### src/rtl/game_turn_ctrl_pkg.sv
// Shared definitions for the game-control blocks: FSM state encoding, link message type codes,
// the draw LFSR seed and its next-state function.
package game_turn_ctrl_pkg;

  typedef enum logic [2:0] {
    StIdle,
    StInitDraw,
    StSearch,
    StEmit,
    StWaitTurn,
    StMyTurn
  } state_e;

  localparam logic [3:0]  MsgDeckDraw  = 4'd5;
  localparam logic [3:0]  MsgStateTurn = 4'd6;
  localparam logic [15:0] LfsrSeed     = 16'hACE1;

  // Fibonacci LFSR, taps x^16 + x^14 + x^13 + x^11 + 1.
  function automatic logic [15:0] lfsr_next(input logic [15:0] cur);
    return {cur[14:0], cur[15] ^ cur[13] ^ cur[12] ^ cur[10]};
  endfunction

endpackage

### src/rtl/game_turn_ctrl_if.sv
// Inter-board link bundle for game_turn_ctrl.
//   interboard_en/_msg_type/_player : received message strobe, type and target seat
//   send_ready                      : link can take a message this cycle
//   ctrl_en/_msg_type/_card/_player : outgoing message (ctrl_en marks the accepted cycle)
// master = the turn controller, slave = the link transport.
interface game_turn_ctrl_if #(
  parameter int unsigned DECK_SIZE = 106
);
  localparam int unsigned IW = $clog2(DECK_SIZE);

  logic          interboard_en;
  logic [3:0]    interboard_msg_type;
  logic [1:0]    interboard_player;
  logic          send_ready;
  logic          ctrl_en;
  logic [3:0]    ctrl_msg_type;
  logic [IW-1:0] ctrl_card;
  logic [1:0]    ctrl_player;

  modport master (
    input  interboard_en, interboard_msg_type, interboard_player, send_ready,
    output ctrl_en, ctrl_msg_type, ctrl_card, ctrl_player
  );

  modport slave (
    output interboard_en, interboard_msg_type, interboard_player, send_ready,
    input  ctrl_en, ctrl_msg_type, ctrl_card, ctrl_player
  );

endinterface

### src/rtl/deck_picker.sv
// Card search: starting at start_idx, tests one deck index per cycle (wrapping at DECK_SIZE-1)
// until a set bit of avail is found or every index has been visited once.
//   clk, rst   : clock, asynchronous active-high reset
//   clear      : synchronous abort back to idle
//   go         : load start_idx and begin searching
//   avail      : live availability vector, sampled every search cycle
//   done       : one-cycle pulse when the search ends; found/empty say how, index is the hit
module deck_picker #(
  parameter int unsigned DECK_SIZE = 106,
  parameter int unsigned IW        = $clog2(DECK_SIZE)
) (
  input  logic                 clk,
  input  logic                 rst,
  input  logic                 clear,
  input  logic                 go,
  input  logic [IW-1:0]        start_idx,
  input  logic [DECK_SIZE-1:0] avail,
  output logic                 found,
  output logic [IW-1:0]        index,
  output logic                 empty,
  output logic                 done
);

  logic [IW-1:0] idx_q, idx_d;
  logic [IW-1:0] cnt_q, cnt_d;
  logic          busy_q, busy_d;
  logic          hit, last;

  assign hit   = avail[idx_q];
  assign last  = (cnt_q == IW'(DECK_SIZE - 1));
  assign found = busy_q & hit;
  assign empty = busy_q & ~hit & last;
  assign done  = busy_q & (hit | last);
  assign index = idx_q;

  always_comb begin
    idx_d  = idx_q;
    cnt_d  = cnt_q;
    busy_d = busy_q;
    if (clear) begin
      idx_d  = '0;
      cnt_d  = '0;
      busy_d = 1'b0;
    end else if (go) begin
      idx_d  = start_idx;
      cnt_d  = '0;
      busy_d = 1'b1;
    end else if (busy_q) begin
      if (hit || last) begin
        busy_d = 1'b0;
      end else begin
        idx_d = (idx_q == IW'(DECK_SIZE - 1)) ? '0 : idx_q + IW'(1);
        cnt_d = cnt_q + IW'(1);
      end
    end
  end

  always_ff @(posedge clk or posedge rst) begin
    if (rst) begin
      idx_q  <= '0;
      cnt_q  <= '0;
      busy_q <= 1'b0;
    end else begin
      idx_q  <= idx_d;
      cnt_q  <= cnt_d;
      busy_q <= busy_d;
    end
  end

endmodule

### src/rtl/game_turn_ctrl.sv
// Turn controller for one board in a ring of NUM_PLAYERS boards. Runs the initial deal,
// waits for the turn token, lets the local player finish or draw-and-pass, and emits
// DECK_DRAW / STATE_TURN messages over the link.
//   clk, rst          : clock, asynchronous active-high reset
//   interboard_rst    : synchronous game reset from the remote side (same effect as rst)
//   start_game        : pulse, honoured in idle only
//   done_and_next     : pass the turn (needs rule_valid), honoured in my turn only
//   draw_and_next     : draw one card then pass, honoured in my turn only (wins over done)
//   available_card    : bit i set = card i still in deck
//   link              : inter-board message interface (master side)
//   my_turn, can_done, can_draw, init_phase, deck_empty (sticky) : status
module game_turn_ctrl
  import game_turn_ctrl_pkg::*;
#(
  parameter int unsigned NUM_PLAYERS = 2,
  parameter int unsigned PLAYER_ID   = 0,
  parameter int unsigned INIT_DRAW   = 14,
  parameter int unsigned DECK_SIZE   = 106
) (
  input  logic                 clk,
  input  logic                 rst,
  input  logic                 interboard_rst,
  input  logic                 start_game,
  input  logic                 done_and_next,
  input  logic                 draw_and_next,
  input  logic                 rule_valid,
  input  logic [DECK_SIZE-1:0] available_card,
  game_turn_ctrl_if.master     link,
  output logic                 my_turn,
  output logic                 can_done,
  output logic                 can_draw,
  output logic                 init_phase,
  output logic                 deck_empty
);

  localparam int unsigned IW       = $clog2(DECK_SIZE);
  localparam int unsigned CW       = $clog2(INIT_DRAW + 1);
  localparam logic [1:0]  MySeat   = 2'(PLAYER_ID);
  localparam logic [1:0]  NextSeat = 2'((PLAYER_ID + 1) % NUM_PLAYERS);
  localparam logic [15:0] Seed     = LfsrSeed ^ 16'(PLAYER_ID);

  state_e        state_q, state_d;
  logic [15:0]   lfsr_q, lfsr_d;
  logic [CW-1:0] draw_cnt_q, draw_cnt_d;
  logic          init_phase_q, init_phase_d;
  logic          deck_empty_q, deck_empty_d;
  logic          turn_draw_q, turn_draw_d;   // current draw belongs to a draw_and_next
  logic          my_turn_q, my_turn_d;
  logic [3:0]    msg_type_q, msg_type_d;
  logic [IW-1:0] card_q, card_d;
  logic [1:0]    player_q, player_d;

  logic          pick_go, pick_found, pick_empty, pick_done;
  logic [IW-1:0] pick_start, pick_index;
  logic          emit_fire, turn_msg, load_turn;

  assign pick_start = IW'(32'(lfsr_q) % DECK_SIZE);
  // A sync reset in the same cycle drops the pending message.
  assign emit_fire  = (state_q == StEmit) & link.send_ready & ~interboard_rst;
  assign turn_msg   = link.interboard_en && (link.interboard_msg_type == MsgStateTurn) &&
                      (link.interboard_player == MySeat);

  deck_picker #(
    .DECK_SIZE(DECK_SIZE),
    .IW       (IW)
  ) u_deck_picker (
    .clk      (clk),
    .rst      (rst),
    .clear    (interboard_rst),
    .go       (pick_go),
    .start_idx(pick_start),
    .avail    (available_card),
    .found    (pick_found),
    .index    (pick_index),
    .empty    (pick_empty),
    .done     (pick_done)
  );

  always_comb begin
    state_d      = state_q;
    lfsr_d       = lfsr_next(lfsr_q);
    draw_cnt_d   = draw_cnt_q;
    init_phase_d = init_phase_q;
    deck_empty_d = deck_empty_q;
    turn_draw_d  = turn_draw_q;
    msg_type_d   = msg_type_q;
    card_d       = card_q;
    player_d     = player_q;
    pick_go      = 1'b0;
    load_turn    = 1'b0;

    unique case (state_q)
      StIdle: begin
        if (start_game) begin
          init_phase_d = 1'b1;
          draw_cnt_d   = '0;
          state_d      = (PLAYER_ID == 0) ? StInitDraw : StWaitTurn;
        end
      end
      StInitDraw: begin
        if (32'(draw_cnt_q) < INIT_DRAW) begin
          pick_go    = 1'b1;
          draw_cnt_d = draw_cnt_q + CW'(1);
          state_d    = StSearch;
        end else begin
          load_turn = 1'b1;
          // Seat 0 keeps init_phase until the token comes back around.
          if (PLAYER_ID != 0) init_phase_d = 1'b0;
        end
      end
      StSearch: begin
        if (pick_done && pick_found) begin
          msg_type_d = MsgDeckDraw;
          card_d     = pick_index;
          player_d   = MySeat;
          state_d    = StEmit;
        end else if (pick_done && pick_empty) begin
          // Nothing left: the draw is skipped but the flow continues as if it happened.
          deck_empty_d = 1'b1;
          if (turn_draw_q) load_turn = 1'b1;
          else             state_d   = StInitDraw;
        end
      end
      StEmit: begin
        if (emit_fire) begin
          if (msg_type_q == MsgDeckDraw) begin
            if (turn_draw_q) load_turn = 1'b1;
            else             state_d   = StInitDraw;
          end else begin
            turn_draw_d = 1'b0;
            state_d     = StWaitTurn;
          end
        end
      end
      StWaitTurn: begin
        if (turn_msg) begin
          if (init_phase_q && (PLAYER_ID != 0)) begin
            state_d = StInitDraw;
          end else begin
            init_phase_d = 1'b0;
            state_d      = StMyTurn;
          end
        end
      end
      StMyTurn: begin
        if (draw_and_next) begin
          pick_go     = 1'b1;
          turn_draw_d = 1'b1;
          state_d     = StSearch;
        end else if (done_and_next && rule_valid) begin
          load_turn = 1'b1;
        end
      end
      default: state_d = StIdle;
    endcase

    if (load_turn) begin
      msg_type_d = MsgStateTurn;
      card_d     = '0;
      player_d   = NextSeat;
      state_d    = StEmit;
    end

    if (interboard_rst) begin
      state_d      = StIdle;
      lfsr_d       = Seed;
      draw_cnt_d   = '0;
      init_phase_d = 1'b0;
      deck_empty_d = 1'b0;
      turn_draw_d  = 1'b0;
      msg_type_d   = '0;
      card_d       = '0;
      player_d     = '0;
      pick_go      = 1'b0;
    end

    my_turn_d = (state_d == StMyTurn);
  end

  always_ff @(posedge clk or posedge rst) begin
    if (rst) begin
      state_q      <= StIdle;
      lfsr_q       <= Seed;
      draw_cnt_q   <= '0;
      init_phase_q <= 1'b0;
      deck_empty_q <= 1'b0;
      turn_draw_q  <= 1'b0;
      my_turn_q    <= 1'b0;
      msg_type_q   <= '0;
      card_q       <= '0;
      player_q     <= '0;
    end else begin
      state_q      <= state_d;
      lfsr_q       <= lfsr_d;
      draw_cnt_q   <= draw_cnt_d;
      init_phase_q <= init_phase_d;
      deck_empty_q <= deck_empty_d;
      turn_draw_q  <= turn_draw_d;
      my_turn_q    <= my_turn_d;
      msg_type_q   <= msg_type_d;
      card_q       <= card_d;
      player_q     <= player_d;
    end
  end

  assign link.ctrl_en       = emit_fire;
  assign link.ctrl_msg_type = msg_type_q;
  assign link.ctrl_card     = card_q;
  assign link.ctrl_player   = player_q;

  assign my_turn    = my_turn_q;
  assign can_done   = my_turn_q & rule_valid;
  assign can_draw   = my_turn_q & ~deck_empty_q;
  assign init_phase = init_phase_q;
  assign deck_empty = deck_empty_q;

endmodule

### src/flat_wrapper.sv
// flat-port wrapper written by rule: the top's interface ports become plain ports
module game_turn_ctrl_flat import game_turn_ctrl_pkg::*;
#(
  parameter int unsigned NUM_PLAYERS = 2,
  parameter int unsigned PLAYER_ID   = 0,
  parameter int unsigned INIT_DRAW   = 14,
  parameter int unsigned DECK_SIZE   = 106
)
  (clk, rst, interboard_rst, start_game, done_and_next, draw_and_next, rule_valid, available_card, my_turn, can_done, can_draw, init_phase, deck_empty, link_interboard_en, link_interboard_msg_type, link_interboard_player, link_send_ready, link_ctrl_en, link_ctrl_msg_type, link_ctrl_card, link_ctrl_player);
  game_turn_ctrl_if #(.DECK_SIZE(DECK_SIZE)) link_i ();
  input  logic clk;
  input  logic rst;
  input  logic interboard_rst;
  input  logic start_game;
  input  logic done_and_next;
  input  logic draw_and_next;
  input  logic rule_valid;
  input  logic [DECK_SIZE-1:0] available_card;
  output logic my_turn;
  output logic can_done;
  output logic can_draw;
  output logic init_phase;
  output logic deck_empty;
  input wire logic [$bits(link_i.interboard_en)-1:0] link_interboard_en;
  input wire logic [$bits(link_i.interboard_msg_type)-1:0] link_interboard_msg_type;
  input wire logic [$bits(link_i.interboard_player)-1:0] link_interboard_player;
  input wire logic [$bits(link_i.send_ready)-1:0] link_send_ready;
  output wire logic [$bits(link_i.ctrl_en)-1:0] link_ctrl_en;
  output wire logic [$bits(link_i.ctrl_msg_type)-1:0] link_ctrl_msg_type;
  output wire logic [$bits(link_i.ctrl_card)-1:0] link_ctrl_card;
  output wire logic [$bits(link_i.ctrl_player)-1:0] link_ctrl_player;
  assign link_i.interboard_en = link_interboard_en;
  assign link_i.interboard_msg_type = link_interboard_msg_type;
  assign link_i.interboard_player = link_interboard_player;
  assign link_i.send_ready = link_send_ready;
  assign link_ctrl_en = link_i.ctrl_en;
  assign link_ctrl_msg_type = link_i.ctrl_msg_type;
  assign link_ctrl_card = link_i.ctrl_card;
  assign link_ctrl_player = link_i.ctrl_player;
  game_turn_ctrl #(.NUM_PLAYERS(NUM_PLAYERS), .PLAYER_ID(PLAYER_ID), .INIT_DRAW(INIT_DRAW), .DECK_SIZE(DECK_SIZE)) u_core (.clk(clk), .rst(rst), .interboard_rst(interboard_rst), .start_game(start_game), .done_and_next(done_and_next), .draw_and_next(draw_and_next), .rule_valid(rule_valid), .available_card(available_card), .link(link_i), .my_turn(my_turn), .can_done(can_done), .can_draw(can_draw), .init_phase(init_phase), .deck_empty(deck_empty));
endmodule
### config.mk
export PLATFORM = sky130hd
export DESIGN_NAME = game_turn_ctrl_flat
export DESIGN_NICKNAME = d
export VERILOG_FILES = /design/src/rtl/game_turn_ctrl_pkg.sv /design/src/rtl/game_turn_ctrl_if.sv /design/src/rtl/deck_picker.sv /design/src/rtl/game_turn_ctrl.sv /design/src/flat_wrapper.sv
export SDC_FILE = /design/constraint.sdc
export NUM_CORES = 1
export LEC_CHECK = 0
export CORE_ASPECT_RATIO = 1.1
export CORE_MARGIN = 2
export CORE_UTILIZATION = 30
export DETAILED_ROUTE_END_ITERATION = 7
export HOLD_SLACK_MARGIN = 0.15
export PLACE_DENSITY = 0.57
export SETUP_SLACK_MARGIN = 0.05
export SYNTH_ARGS = -nofsm -noshare
export SYNTH_HDL_FRONTEND = slang
export SYNTH_SLANG_ARGS = --single-unit
### constraint.sdc
create_clock -name clk -period 7.4 [get_ports clk]
set_clock_uncertainty 0.2 [all_clocks]
set_input_delay 1.48 -clock clk [delete_from_list [all_inputs] [get_ports clk]]
set_output_delay 1.48 -clock clk [all_outputs]
set_load 0.005 [all_outputs]
==> results of run 1 <==
[worst paths after layout]
check	start	end	depth (start not counted)
setup / recovery	u_core.lfsr_q[11]	u_core.u_deck_picker.index[6]	29
hold / removal	u_core.u_deck_picker.cnt_q[6]	u_core.u_deck_picker.cnt_q[6]	1
setup reg to reg	u_core.lfsr_q[11]	u_core.u_deck_picker.index[6]	29
hold reg to reg	u_core.u_deck_picker.cnt_q[6]	u_core.u_deck_picker.cnt_q[6]	1
max in group asynchronous	rst	u_core.u_deck_picker.index[0]	3
min in group asynchronous	rst	u_core.lfsr_q[12]	3
[repair_timing]
item | 4_1_cts | 5_1_grt
setup endpoints to repair | 6 | 6
resized for setup | 14 | 70
pin swaps | 12 | 34
hold endpoints to repair | 0 | 0
buffers inserted | 10 | 12
hold buffers | 0 | 0
[synthesized netlist by cell type, drive strengths merged (4+ instances only)]
cell type  count  area share
o21ai         47       0.037
a211oi        10       0.013
ha             6       0.012
inv           23       0.013
a211o          5      0.0067
nor4           8      0.0096
a21o           7      0.0081
and3          14       0.014
xor2          13       0.019
nand4          8       0.010
o211ai        17       0.023
mux4          33        0.11
xnor2         16       0.023
nand2b         5      0.0048
mux2i         23       0.035
dfrtp         44        0.17
or3           11       0.011
o22ai         12       0.019
and2          11       0.011
nand2         73       0.044
nor2          73       0.043
nor3b          4      0.0046
buf           24       0.024
nor2b         14       0.013
mux2          13       0.025
nor3          29       0.024
a31oi         10       0.011
o31ai          5      0.0079
or2           10      0.0096
nand3         29       0.026
o21a           9       0.012
a32oi          4      0.0065
a221oi         4      0.0090
a21oi         39       0.031
a22o           4      0.0054
dfstp          8       0.032
clkbuf        23       0.013
a41oi          4      0.0077
[per-layer routing]
layer	track usage	share of wire	routed length [um]
met1	0.218	0.42	8590
met2	0.330	0.52	10700
met3	0.0277	0.047	968
met4	0.0213	0.0086	176
met5	0	0	0
[power by group through the flow]
stage          combinational [W]  sequential, W  clock, W
2_1_floorplan            0.00293       0.000322         0
3_3_place_gp             0.00421       0.000365         0
3_5_place_dp             0.00422       0.000364         0
4_1_cts                  0.00442       0.000359  0.000279
5_1_grt                  0.00558       0.000366  0.000293
6_report                 0.00516       0.000359  0.000273
[logic make-up (layout without fill, tap and decap cells)]
kind of cell,Yosys count,in the layout
fa+ha+maj,8,8
other cells,1,2
mux,69,69
flops,52,52
simple gates,300,300
compound gates,225,225
buf+inv,70,272
xor+xnor,29,29
[area by class of cell]
cell class | instances | share of cell area
sequential | 52 | 0.139
inverter | 23 | 0.00913
clock inverter | 3 | 0.00489
multi-input combinational | 633 | 0.562
clock buffer | 5 | 0.0132
tap | 290 | 0.0384
timing repair buffer | 241 | 0.233
[through the flow]
| stage | instances | setup WS [ps] |
|---|---|---|
| 3_3_place_gp | 1217 | -32.1 |
| 3_5_place_dp | 1217 | -170 |
| 5_1_grt | 1247 | -222 |
| 6_report | 1247 | 123 |
| 2_1_floorplan | 755 | -97.7 |
| 4_1_cts | 1235 | 43.7 |
[sequential cells by signal, indices dropped and copies added, names as in the netlist]
signal and flops:
u_core.deck_empty 1, u_core.draw_cnt_q 4, u_core.init_phase 1, u_core.lfsr_q 16, u_core.link.ctrl_card 7, u_core.link.ctrl_msg_type 3
u_core.my_turn 1, u_core.state_q 3, u_core.turn_draw_q 1, u_core.u_deck_picker.busy_q 1, u_core.u_deck_picker.cnt_q 7, u_core.u_deck_picker.index 7
==> impl_metrics.tcl, run 1 <==
set metrics [dict create \
    status "finished clean" \
    dp_hpwl_um 15500 \
    p_int_w 0.00312 \
    power_frac_clock 0.047 \
    die-area_sq_um 22900 \
    leakage_nw 3.55 \
    vias 6680 \
    stdcell_area_sq_um 9460 \
    finalCriticalPeriod_ps 7280 \
    slew_viol_final 0 \
    worst-path-max-fanout 8 \
    p_sw_w 0.00268 \
    synthMuxAreaShare 0.175 \
    drc_errors 0 \
    crit_path_frequent_cell "mux2_4" \
    cts_tree "yes" \
    yosys_register_bits 52 \
    synth-adder-area-share 0.0146 \
    cp-end-kind "flip-flop" \
    fillCellCount 2113 \
    path_buf_inv 2 \
    drt_iter0_drc 373 \
    rsz0062_at_grt "true" \
    drive_gt1_frac 0.302 \
    io_buffers 137 \
    synth_top_family_by_area "compound AO/OA/AOI/OAI gates" \
    ys_seq_area_frac 0.202 \
    overflow 0 \
    place_area_sq_um 8720 \
    synth_area_per_cell_sq_um 8.62 \
    grt_pass1_wl_um 32900 \
    areaGrowthSynthToFinish_pct 45.5 \
    final_util 0.444 \
    seqPwrFrac 0.062 \
    gp_congestion 0.854 \
    power_frac_comb 0.891 \
    first_pass_iters 5 \
    multi_input_area_sq_um 5320 \
    synth_edf_count 0 \
    worstPathRequired_ps 7390 \
    finalHoldViolations 0 \
    worst-setup-path-type "flip-flop to flip-flop" \
    post-route-period-util 0.983 \
    synth_xor_area_frac 0.0414 \
    fin_nets 1083 \
    synth_ff_type "dfrtp_1" \
    p_total_w 0.00579 \
    yosysWarnings 0 \
    mostFrequentLayoutCell "clkdlybuf4s50_1" \
    sw_frac_of_total 0.462 \
    die_h_um 158 \
    clock_tree.root_cell "clkbuf_16" \
    regArea_sq_um 1310 \
    min_path_type "flip-flop to flip-flop" \
    synth-simple-area-share 0.239 \
    synth_cells 754 \
    rows 56 \
    worstSetupStartpointType "flip-flop" \
    fmax_mhz 137 \
    ir_drop_uv 533 \
    synth-compound-area-share 0.277 \
    setup_viol 0 \
    tightest_slew_ps 1050 \
    diodes 0 \
    htreeDepth 2 \
    grt_usage 0.176 \
    path_delay_family "compound AO/OA/AOI/OAI gates" \
    die_x_um 144 \
    grt_pass1_vias 6503 \
    crit_arrival_ps 7260 \
    drtAntennaViolNets 0 \
    ys_types 111 \
    async_reset_ff_frac 1.00 \
    design.core.area_sq_um 21300 \
    cts_sinks 52 \
    fin_hold_ws_ps 286 \
    slowest_delay_ps 540 \
    netlist_area_sq_um 6500 \
    cts.clk_slew.worst_paths_ps 80 \
    antenna_found_initial 0 \
    start_util 0.305 \
    cts_buffer_depth 2 \
    r2r_slack_ps 120 \
    numCtsBuffers 5 \
    viasPerCell 5.36 \
    io_pins 140 \
    layout_common_cells "137 x clkdlybuf4s50_1, 94 x buf_4, 65 x nor2_1, 65 x nand2_1, 43 x dfrtp_1" \
    slowest_stage "dfstp_2" \
    tns_ps 0 \
    powerDensity_nw_per_um2 612 \
    relSlewSlack 0.297 \
    routed_wl_um 20400 \
    drv_cap 0 \
    insertion_delay_ps 300 \
    grt_max_degree 53 \
    wl_per_cell_um 16.4 \
]
(Power assumes the default switching activity.)
==> run 2, diff against run 1 <==
--- a/config.mk
+++ b/config.mk
@@ -5,13 +5,15 @@
 export SDC_FILE = /design/constraint.sdc
 export NUM_CORES = 1
 export LEC_CHECK = 0
+export ABC_AREA = 1
 export CORE_ASPECT_RATIO = 1.1
 export CORE_MARGIN = 2
 export CORE_UTILIZATION = 30
+export CTS_BUF_LIST = sky130_fd_sc_hd__clkbuf_8
 export DETAILED_ROUTE_END_ITERATION = 7
 export HOLD_SLACK_MARGIN = 0.15
-export PLACE_DENSITY = 0.57
-export SETUP_SLACK_MARGIN = 0.05
+export PLACE_DENSITY = 0.58
+export SETUP_SLACK_MARGIN = 0.4
 export SYNTH_ARGS = -nofsm -noshare
 export SYNTH_HDL_FRONTEND = slang
 export SYNTH_SLANG_ARGS = --single-unit
==> run 2 against run 1 <==
Via count fell by 3.5%. Final cell count rose by 3.1%. Hold slack improved by 10 ps. Setup slack improved by 290 ps. Synthesized cell count rose by 15%. Global-route usage fell by 0.56 points. Cell area fell by 11%. Sequential cell count did not move. First-iteration DRC count fell by 32%. Highest routed layer unchanged.
==> impl_metrics.tcl, run 2 <==
set metrics [dict create \
    grt_pass1_wl_um 28400 \
    drt_iter0_drc 254 \
    gp_congestion 0.819 \
    yosysWarnings 0 \
    rsz0062_at_grt "true" \
    rows 52 \
    synth_top_cell_area_share 0.196 \
    yosys_register_bits 52 \
    numCtsBuffers 5 \
    synth_area_leaders "dfrtp_1 20%, nand2_1 13%, nand3_1 7.0%" \
    drc_errors 0 \
    antenna_found_initial 0 \
    areaGrowthSynthToFinish_pct 50.2 \
    insertion_delay_ps 310 \
    tns_ps 0 \
    worstSetupStartpointType "flip-flop" \
    ys_seq_area_frac 0.234 \
    worst-setup-path-type "flip-flop to flip-flop" \
    viasPerCell 5.01 \
    vias 6447 \
    crit_path_frequent_cell "nand2_4" \
    dp_hpwl_um 13000 \
    synth_area_per_cell_sq_um 6.46 \
    slew_viol_final 0 \
    dp_slack_ps 331 \
    async_reset_ff_frac 1.00 \
    tightest_slew_ps 920 \
    cts_tree "yes" \
    wl_per_cell_um 14.7 \
    worst_slack_ps 410 \
    synth_cells 868 \
    setup_viol 0 \
    fmax_mhz 143 \
    status "finished clean" \
    slowest_stage "dfstp_2" \
    die_x_um 134 \
    synth_edf_count 0 \
    io_pins 140 \
    cts.clk_slew.worst_paths_ps 100 \
    largest_reg_flops 16 \
    grt_usage 0.171 \
    stdcell_area_sq_um 8420 \
    relSlewSlack 0.386 \
    synth_top_cell_by_area "dfrtp_1" \
    routed_wl_um 18900 \
    finalCriticalPeriod_ps 6990 \
    final_util 0.459 \
    worstPathRequired_ps 7410 \
    die-area_sq_um 19800 \
    netlist_area_sq_um 5610 \
    synthTopCellsByCount "192 x nand2_1, 96 x nor2_1, 85 x inv_1" \
    path_delay_family "simple AND/OR/NAND/NOR gates" \
    cts_sinks 52 \
    clock_tree.root_cell "clkbuf_8" \
    drive_gt1_frac 0.261 \
    die_h_um 147 \
    layout_common_cells "141 x nand2_1, 137 x clkdlybuf4s50_1, 93 x nor2_1, 81 x inv_1, 63 x o21ai_0" \
    min_path_type "flip-flop to flip-flop" \
    slowest_delay_ps 590 \
    grt_pass1_vias 5790 \
    synth_ff_type "dfrtp_1" \
    diodes 0 \
    worst-path-max-fanout 8 \
    finalHoldViolations 0 \
    first_pass_iters 4 \
    cp-end-kind "flip-flop" \
    regMostFlops "u_core.lfsr_q" \
    crit_arrival_ps 7000 \
    overflow 0 \
    cts_hold_buffers 0 \
    fin_nets 1169 \
    post-route-period-util 0.945 \
    ys_types 51 \
    drv_cap 0 \
    start_util 0.306 \
    drtAntennaViolNets 0 \
    io_buffers 137 \
    cts_buffer_depth 2 \
    grt_max_degree 57 \
    synth.most_common_cell "nand2_1" \
    place_area_sq_um 7200 \
    path_buf_inv 4 \
    design.core.area_sq_um 18300 \
    htreeDepth 2 \
    mostFrequentLayoutCell "nand2_1" \
]
run 2: cell count changes in the layout (fill, tap and decap cells not counted), moves of 19 or more:
cell,before,now
o21ai_0,34,63
nand2_4,3,43
nand3_1,25,62
inv_1,22,81
a21oi_1,35,11
mux4_2,33,0
buf_4,94,49
nand2_2,5,51
nor2_1,65,93
nand4_1,7,26
nand2_1,65,141
run 2: worst paths after layout:
| kind | start | endpoint | slack (ps) | depth (start not counted) |
|---|---|---|---|---|
| worst max-delay path | u_core.lfsr_q[10] | u_core.u_deck_picker.index[2] | 410 | 61 |
| worst min-delay path | u_core.lfsr_q[0] | u_core.lfsr_q[1] | 300 | 2 |
| worst max register to register | u_core.lfsr_q[10] | u_core.u_deck_picker.index[2] | 410 | 61 |
| worst min register to register | u_core.lfsr_q[0] | u_core.lfsr_q[1] | 300 | 2 |
| max in group asynchronous | rst | u_core.lfsr_q[12] | 5060 | 3 |
| min in group asynchronous | rst | u_core.lfsr_q[4] | 1480 | 3 |
run 2: worst min-delay path, stage by stage, from the launching register on:
cell	delay (ps)
dfstp_2	370
inv_1	40
nor2_1	50
run 2: area by class of cell:
class                   instances  area (sq um)
multi-input cells             687          4500
fillers                      1853          9920
inverters                     105           407
well taps                     243           304
clock inverters                 2          13.8
clock buffers                   6          82.6
repair buffers                191          1800
flip-flops and latches         52          1310
run 2: metal layers:
metal,GRT usage,vias up,routed length (um)
met5,0,-,0
met4,0.0274,0,316
met3,0.0154,31,459
met2,0.299,110,9980
met1,0.232,3058,8150
li1,-,3248,-
run 2: timing repair:
| action | 4_1_cts | 5_1_grt |
|---|---|---|
| pin swaps | 0 | 88 |
| gates resized for setup | 2 | 164 |
| setup endpoints to repair | 6 | 6 |
| cloned | 0 | 4 |
| buffers inserted | 0 | 50 |
run 2: kinds of logic (layout without fill, tap and decap cells):
group           after synthesis  after routing  synth area share
mux                           1              1           0.00178
fa+ha+maj                     6              6            0.0134
compound gates              153            153             0.167
flops                        52             52             0.234
simple gates                497            501             0.453
buf+inv                     134            304            0.0928
other cells                   1              2          0.000668
xor+xnor                     24             24            0.0375
run 2: metrics by stage:
stage / hold slack, ps / std cells
CTS: 295 / 1232
global route: 316 / 1286
global placement: 277 / 1224
floorplan: 254 / 869
detailed placement: 279 / 1224
finish: 296 / 1286
Power of run 2 is left out: the tool's default activity adds up to more than one toggle a clock period on the data nets, which glitch-free logic cannot reach.
